==> src/rtl/pwm_output_stage.sv <==
// pwm_output_stage
//   Sixteen-channel output driver. Each channel is off, static high, or
//   driven by one shared PWM waveform. A prescaler divides clk into PWM
//   ticks. An 8-bit counter advances on each tick, so one period is
//   256 ticks. The duty value passes through a shadow register that is
//   only reloaded at the period boundary, which keeps waveforms
//   glitch-free.
//
// Parameters
//   CLK_DIV           clk cycles per PWM tick (>= 1)
// Ports
//   clk               system clock, posedge
//   rst_n             asynchronous active-low reset
//   en_out_7_0        channel enable, bits 7:0
//   en_out_15_8       channel enable, bits 15:8
//   en_pwm_mode_7_0   1 = PWM, 0 = static high, bits 7:0
//   en_pwm_mode_15_8  same, bits 15:8
//   pwm_duty_cycle    requested duty, 0x00 = 0 %, 0xFF = 100 %
//   out               registered channel outputs
//   period_start      one-clk pulse in the first cycle of each period

// Per-channel output register: off, static high, or PWM.
module pwm_output_lane (
    input  logic clk,
    input  logic rst_n,
    input  logic en,
    input  logic mode,
    input  logic pwm_level,
    output logic out
);
    always_ff @(posedge clk or negedge rst_n) begin
        if (!rst_n) out <= 1'b0;
        else        out <= en & (~mode | pwm_level);
    end
endmodule

module pwm_output_stage #(
    parameter int CLK_DIV = 3000
) (
    input  logic        clk,
    input  logic        rst_n,
    input  logic [7:0]  en_out_7_0,
    input  logic [7:0]  en_out_15_8,
    input  logic [7:0]  en_pwm_mode_7_0,
    input  logic [7:0]  en_pwm_mode_15_8,
    input  logic [7:0]  pwm_duty_cycle,
    output logic [15:0] out,
    output logic        period_start
);
    localparam int NUM_LANES = 16;
    localparam int PW        = (CLK_DIV > 1) ? $clog2(CLK_DIV) : 1;

    logic [PW-1:0]          prescaler;
    logic                   tick;
    logic [7:0]             pwm_cnt;
    logic [7:0]             duty_shadow;
    logic                   boundary;
    logic                   pwm_level;
    logic [NUM_LANES-1:0]   en;
    logic [NUM_LANES-1:0]   mode;

    assign en   = {en_out_15_8, en_out_7_0};
    assign mode = {en_pwm_mode_15_8, en_pwm_mode_7_0};

    // With CLK_DIV = 1 the 1-bit prescaler sits at 0 and tick is always high.
    assign tick     = (prescaler == PW'(CLK_DIV - 1));
    // Last tick of a period: pwm_cnt wraps and the shadow reloads on this edge.
    assign boundary = tick && (pwm_cnt == 8'hFF);

    always_ff @(posedge clk or negedge rst_n) begin
        if (!rst_n) begin
            prescaler    <= '0;
            pwm_cnt      <= 8'h00;
            duty_shadow  <= 8'h00;
            period_start <= 1'b0;
        end else begin
            prescaler    <= tick ? '0 : prescaler + 1'b1;
            if (tick)     pwm_cnt     <= pwm_cnt + 8'h01;
            if (boundary) duty_shadow <= pwm_duty_cycle;
            period_start <= boundary;
        end
    end

    // 0xFF is special-cased so full duty never drops low at pwm_cnt = 255.
    assign pwm_level = (duty_shadow == 8'hFF) || (pwm_cnt < duty_shadow);

    for (genvar i = 0; i < NUM_LANES; i++) begin : g_lane
        pwm_output_lane u_lane (
            .clk       (clk),
            .rst_n     (rst_n),
            .en        (en[i]),
            .mode      (mode[i]),
            .pwm_level (pwm_level),
            .out       (out[i])
        );
    end
endmodule

==> config.mk <==
export PLATFORM = sky130hd
export DESIGN_NAME = pwm_output_stage
export DESIGN_NICKNAME = d
export VERILOG_FILES = /design/src/rtl/pwm_output_stage.sv
export SDC_FILE = /design/constraint.sdc
export NUM_CORES = 1
export LEC_CHECK = 0
export BUFFER_PORTS_ARGS = -buffer_cell sky130_fd_sc_hd__buf_2
export CAP_MARGIN = 30
export CORE_MARGIN = 4
export CORE_UTILIZATION = 24
export DETAILED_ROUTE_END_ITERATION = 16
export HOLD_SLACK_MARGIN = 0.15
export PLACE_DENSITY = 0.41
export SYNTH_ARGS = -nofsm -noshare
export SYNTH_HDL_FRONTEND = slang
export SYNTH_SLANG_ARGS = --single-unit
==> constraint.sdc <==
create_clock -name clk -period 6.07 [get_ports clk]
set_clock_uncertainty 0.1 [all_clocks]
set_input_delay 0 -clock clk [delete_from_list [all_inputs] [get_ports clk]]
set_output_delay 0 -clock clk [all_outputs]
set_load 0.005 [all_outputs]
# == After elaboration in Yosys (flattened, before gate mapping) ==
# Cells that the tools add are included.
# word_totals
reg_bits,45
in_bits,42
out_inout_bits,17
wordCells,77
# classes
add_sub_neg,2
magnitude_cmp,1
eq_ne,3
muxes,1
bitwise,48
reduce_logical,2
# op_table
cell,n
1-bit bitwise AND,16
8-bit equality test (second input constant),2
1-bit NOT,16
1-bit bitwise OR,16
12-bit by 1-bit adder with 12-bit output (second input constant),1
12-bit equality test (second input constant),1
12-bit 2-to-1 mux,1
8-bit by 1-bit adder with 8-bit output (second input constant),1
8-bit < comparator,1
1-bit logical AND,1
1-bit logical OR,1

# == Logic depth before layout (Yosys ltp) ==
# depth
ltp_word,4
mapped_depth,7
ltp_nobuf,6

# == Cells and area by module ==
# A second synthesis with hierarchy kept.
# hier_totals
hier_cells,176
area_unflattened_um2,2018.2
# modules_own_cells
module,instances,cells_each,area_each_um2,seq_area_each_um2
pwm_output_stage,1,128,1437.6,725.7
pwm_output_lane,16,3,36.3,25.0

# == Least setup slack after synthesis ==
# OpenSTA, ideal clock, no wires.
# synth_timing
kind,register to register
from,register pwm_cnt[6]
to,register g_lane[0].u_lane.out
setup_ns,0.135
arrival_time_ns,1.834
required_ns,5.835
setup_slack_ns,4.001
path_stages_with_launch,7
n_path_buf,1
synth_period_minus_slack_ns,2.069
cell_sequence,dfrtp_1 ha_1 and4_1 o21ai_0 o32ai_1 clkbuf_1 a21boi_0
# synth_between
elab_chain_cells,4
# synth_rtl
item,line,text
"start, declared",55,logic [7:0] pwm_cnt;
"start signal, assigned",78,if (tick) pwm_cnt <= pwm_cnt + 8'h01;
8-bit < comparator,85,assign pwm_level = (duty_shadow == 8'hFF) || (pwm_cnt < duty_shadow);
1-bit logical OR,85,
1-bit bitwise OR,33,else out <= en & (~mode | pwm_level);
1-bit bitwise AND,33,
"end signal, assigned",33,
"end, declared",29,output logic out
# Every way passes these cells.
# A chain may end at the register's enable or synchronous reset.

# == Final worst setup path ==
# layout_timing
from,register pwm_cnt[6]
to,register g_lane[15].u_lane.out
# layout_between
elab_chain_cells,4
# layout_rtl
item,line
8-bit < comparator,85
1-bit logical OR,85
1-bit bitwise OR,33
1-bit bitwise AND,33
"end signal, assigned",33
"end, declared",29
# Every way passes these cells.

==> results.sh <==
export IMPL_outcome="finished clean"
export IMPL_synth_seq_cells=45
export IMPL_synth_compound_area_frac=0.0982
export IMPL_fin_nets=317
export IMPL_regArea_mm2=0.00113
export IMPL_drtAntennaViolNets=0
export IMPL_rows=33
export IMPL_leakage_nw=1.45
export IMPL_ctsHtreeMaxLevel=2
export IMPL_coreArea_mm2=0.00838
export IMPL_multi_input_area_um2=815
export IMPL_n_antenna_cell=0
export IMPL_hold_end="duty_shadow[6]"
export IMPL_cap_violations=0
export IMPL_synth_distinct_cells=34
export IMPL_ys_seq_area_frac=0.535
export IMPL_fin_crit_sh=0.477
export IMPL_dpl_hpwl_um=3260
export IMPL_cts_resized=0
export IMPL_tightest_slew_ps=917
export IMPL_path_class="reg -> reg"
export IMPL_synth_edff_count=0
export IMPL_fin_tns_setup_ps=0
export IMPL_die_x_um=102
export IMPL_synth_most_common_cell="dfrtp_1"
export IMPL_io_pins=59
export IMPL_grt_antenna_before_repair=0
export IMPL_ir_worst_vdd_v=0.000129
export IMPL_grt_pass1_wl_um=7510
export IMPL_finalMaxSlewViolations=0
export IMPL_ys_warn_count=0
export IMPL_synth_top_family_by_area="simple AND/OR/NAND/NOR gates"
export IMPL_finalHoldViolations=0
export IMPL_rsz0062_at_grt="false"
export IMPL_holdPathStages=3
export IMPL_reg2reg_depth=6
export IMPL_tritoncts="done"
export IMPL_r2r_end="g_lane[15].u_lane.out"
export IMPL_max_slew_margin=0.386
export IMPL_detail_route_vias_per_cell=4.16
export IMPL_drive_gt1_frac=0.311
export IMPL_syn_nets=226
export IMPL_dieArea_mm2=0.0103
export IMPL_clk_pin_slew_ps=90
export IMPL_globalplace_congestion=0.727
export IMPL_cp_data_arrival_time_ps=2980
export IMPL_syn_to_final_growth_pct=42.1
export IMPL_yosysTopAreaCellShare=0.535
export IMPL_synth_adder_area_share=0.0535
export IMPL_min_period_ps=2890
export IMPL_grt_max_degree=26
export IMPL_required_ps=6150
export IMPL_hold_path_class="in -> reg"
export IMPL_grt_pass1_vias=1630
export IMPL_yosys_area_share_simple=0.121
export IMPL_r2r_start="pwm_cnt[6]"
export IMPL_drt_wl_total_um=4520
export IMPL_dieHeight_um=102
export IMPL_synth_cells=175
export IMPL_wl_per_cell_um=12.1
export IMPL_numPortBuffers=58
export IMPL_drt_iter0_markers=51
export IMPL_synth_flop_cell="dfrtp_1"
export IMPL_synth_cell_area_mm2=0.00210
export IMPL_cts_buffer_depth=2
export IMPL_worstPathMaxFanout=16
export IMPL_fill_cells=835
export IMPL_crit_path_end_kind="flop"
export IMPL_setup_viol=0
export IMPL_grt_usage=0.0942
export IMPL_synth_area_leader_cell="dfrtp_1"
export IMPL_async_reset_ff_frac=1.00
export IMPL_start_util=0.251
export IMPL_dr_total_vias=1548
export IMPL_synth_commonest_cells="45 x dfrtp_1, 16 x a21boi_0, 16 x buf_4, 12 x nor2_1, 11 x inv_1"
export IMPL_worst_setup_path_start_kind="flop"
export IMPL_cts_sinks=45
export IMPL_cts_root_buffer="clkbuf_8"
export IMPL_avgSynthCellArea_um2=12.0
export IMPL_synth_mux_area_frac=0.0482
export IMPL_drt_first_pass_iters=4
export IMPL_yosys_top_cells_area="dfrtp_1 54%, a21boi_0 5.7%, buf_4 5.7%"
export IMPL_synth_xor_xnor_area_share=0.0625
export IMPL_r2r_slack_ps=3180
export IMPL_numCtsBuffers=5
export IMPL_min_from="pwm_duty_cycle[6]"
export IMPL_worstSkewPairLatency_ps=300
export IMPL_overflow=0
export IMPL_timing_fmax_mhz=346
export IMPL_p_per_area_mw_per_mm2=214
export IMPL_drc=0
export IMPL_whs_ps=371
worst max path at each step:
stage / from / cells after the start / to / slack (ps)
2_1_floorplan: pwm_cnt[6] / 6 / g_lane[0].u_lane.out / 4000
4_1_cts: pwm_cnt[6] / 6 / g_lane[5].u_lane.out / 3060
3_5_place_dp: pwm_cnt[6] / 5 / g_lane[5].u_lane.out / 3590
6_report: pwm_cnt[6] / 6 / g_lane[15].u_lane.out / 3180
3_3_place_gp: pwm_cnt[6] / 5 / g_lane[8].u_lane.out / 3630
5_1_grt: pwm_cnt[6] / 6 / g_lane[4].u_lane.out / 2900
cell families (layout without fill, tap and decap cells):
group / count (synthesis) / in the layout
DFF: 45 / 45
and+or+nand+nor: 41 / 41
buffers and inverters: 29 / 121
AOI/OAI and AO/OA: 27 / 27
xor gates and xnor gates: 15 / 15
adders and majority gates: 9 / 9
muxes: 9 / 9
worst max-delay path: stages (launching register included):
cell and delay, ps:
dfrtp_1 470, ha_1 340, and4_1 180, o21ai_0 90, o32ai_2 800, a21boi_0 210
dlygate4sd3_1 600
registers in the layout, summed over array words and instances, names as in the netlist:
signal / cells
prescaler: 12
period_start: 1
g_lane.u_lane.out: 16
duty_shadow: 8
pwm_cnt: 8
routing by layer:
layer	vias up	global-route usage	part of all wire	routed length, um
li1	772	-	-	-
met1	731	0.118	0.45	2040
met2	39	0.152	0.47	2140
met3	6	0.0275	0.057	258
met4	0	0.0399	0.017	78
met5	-	0	0	0
metrics by stage:
| step | power, mW | util | std cells | cell area [um^2] | worst slack, ps |
|---|---|---|---|---|---|
| 6_report | 0.639 | 0.356 | 372 | 2990 | 3180 |
| 5_1_grt | 0.671 | 0.356 | 372 | 2990 | 2900 |
| 4_1_cts | 0.652 | 0.356 | 372 | 2990 | 3060 |
| 3_5_place_dp | 0.355 | 0.289 | 321 | 2420 | 3590 |
| 3_3_place_gp | 0.353 | 0.287 | 320 | 2400 | 3630 |
| 2_1_floorplan | 0.334 | - | 175 | 2100 | 4000 |
report_power, final:
group	total [mW]	leakage, nW	switching [mW]	internal (mW)
sequential	0.311	0.559	0.00350	0.308
clock	0.271	0.0681	0.107	0.164
combinational	0.0577	0.826	0.0195	0.0381
cell usage in the layout (no fill, tap or decap), drive strengths merged, types with 3 or more instances in the layout:
cell,count
a21boi,16
buf,59
clkbuf,5
dfrtp,45
dlygate4sd3,43
ha,9
inv,11
mux2,9
nand2,3
nand3,7
nand4,6
nor2,12
nor3,4
xnor2,10
xor2,5
layout make-up:
type                    instances  share of cell area
well taps                     105              0.0440
repair buffers                102               0.248
multi-input cells             101               0.273
clock inverters                 3              0.0218
inverters                      11              0.0138
clock buffers                   5              0.0230
flip-flops and latches         45               0.377
repair_timing:
| action | CTS | global route |
|---|---|---|
| setup endpoints to repair | 0 | 0 |
| setup buffers | 0 | 0 |
| hold buffers | 43 | 0 |
| hold endpoints to repair | 69 | 0 |
Note: power is estimated with default switching activity, not from simulation.
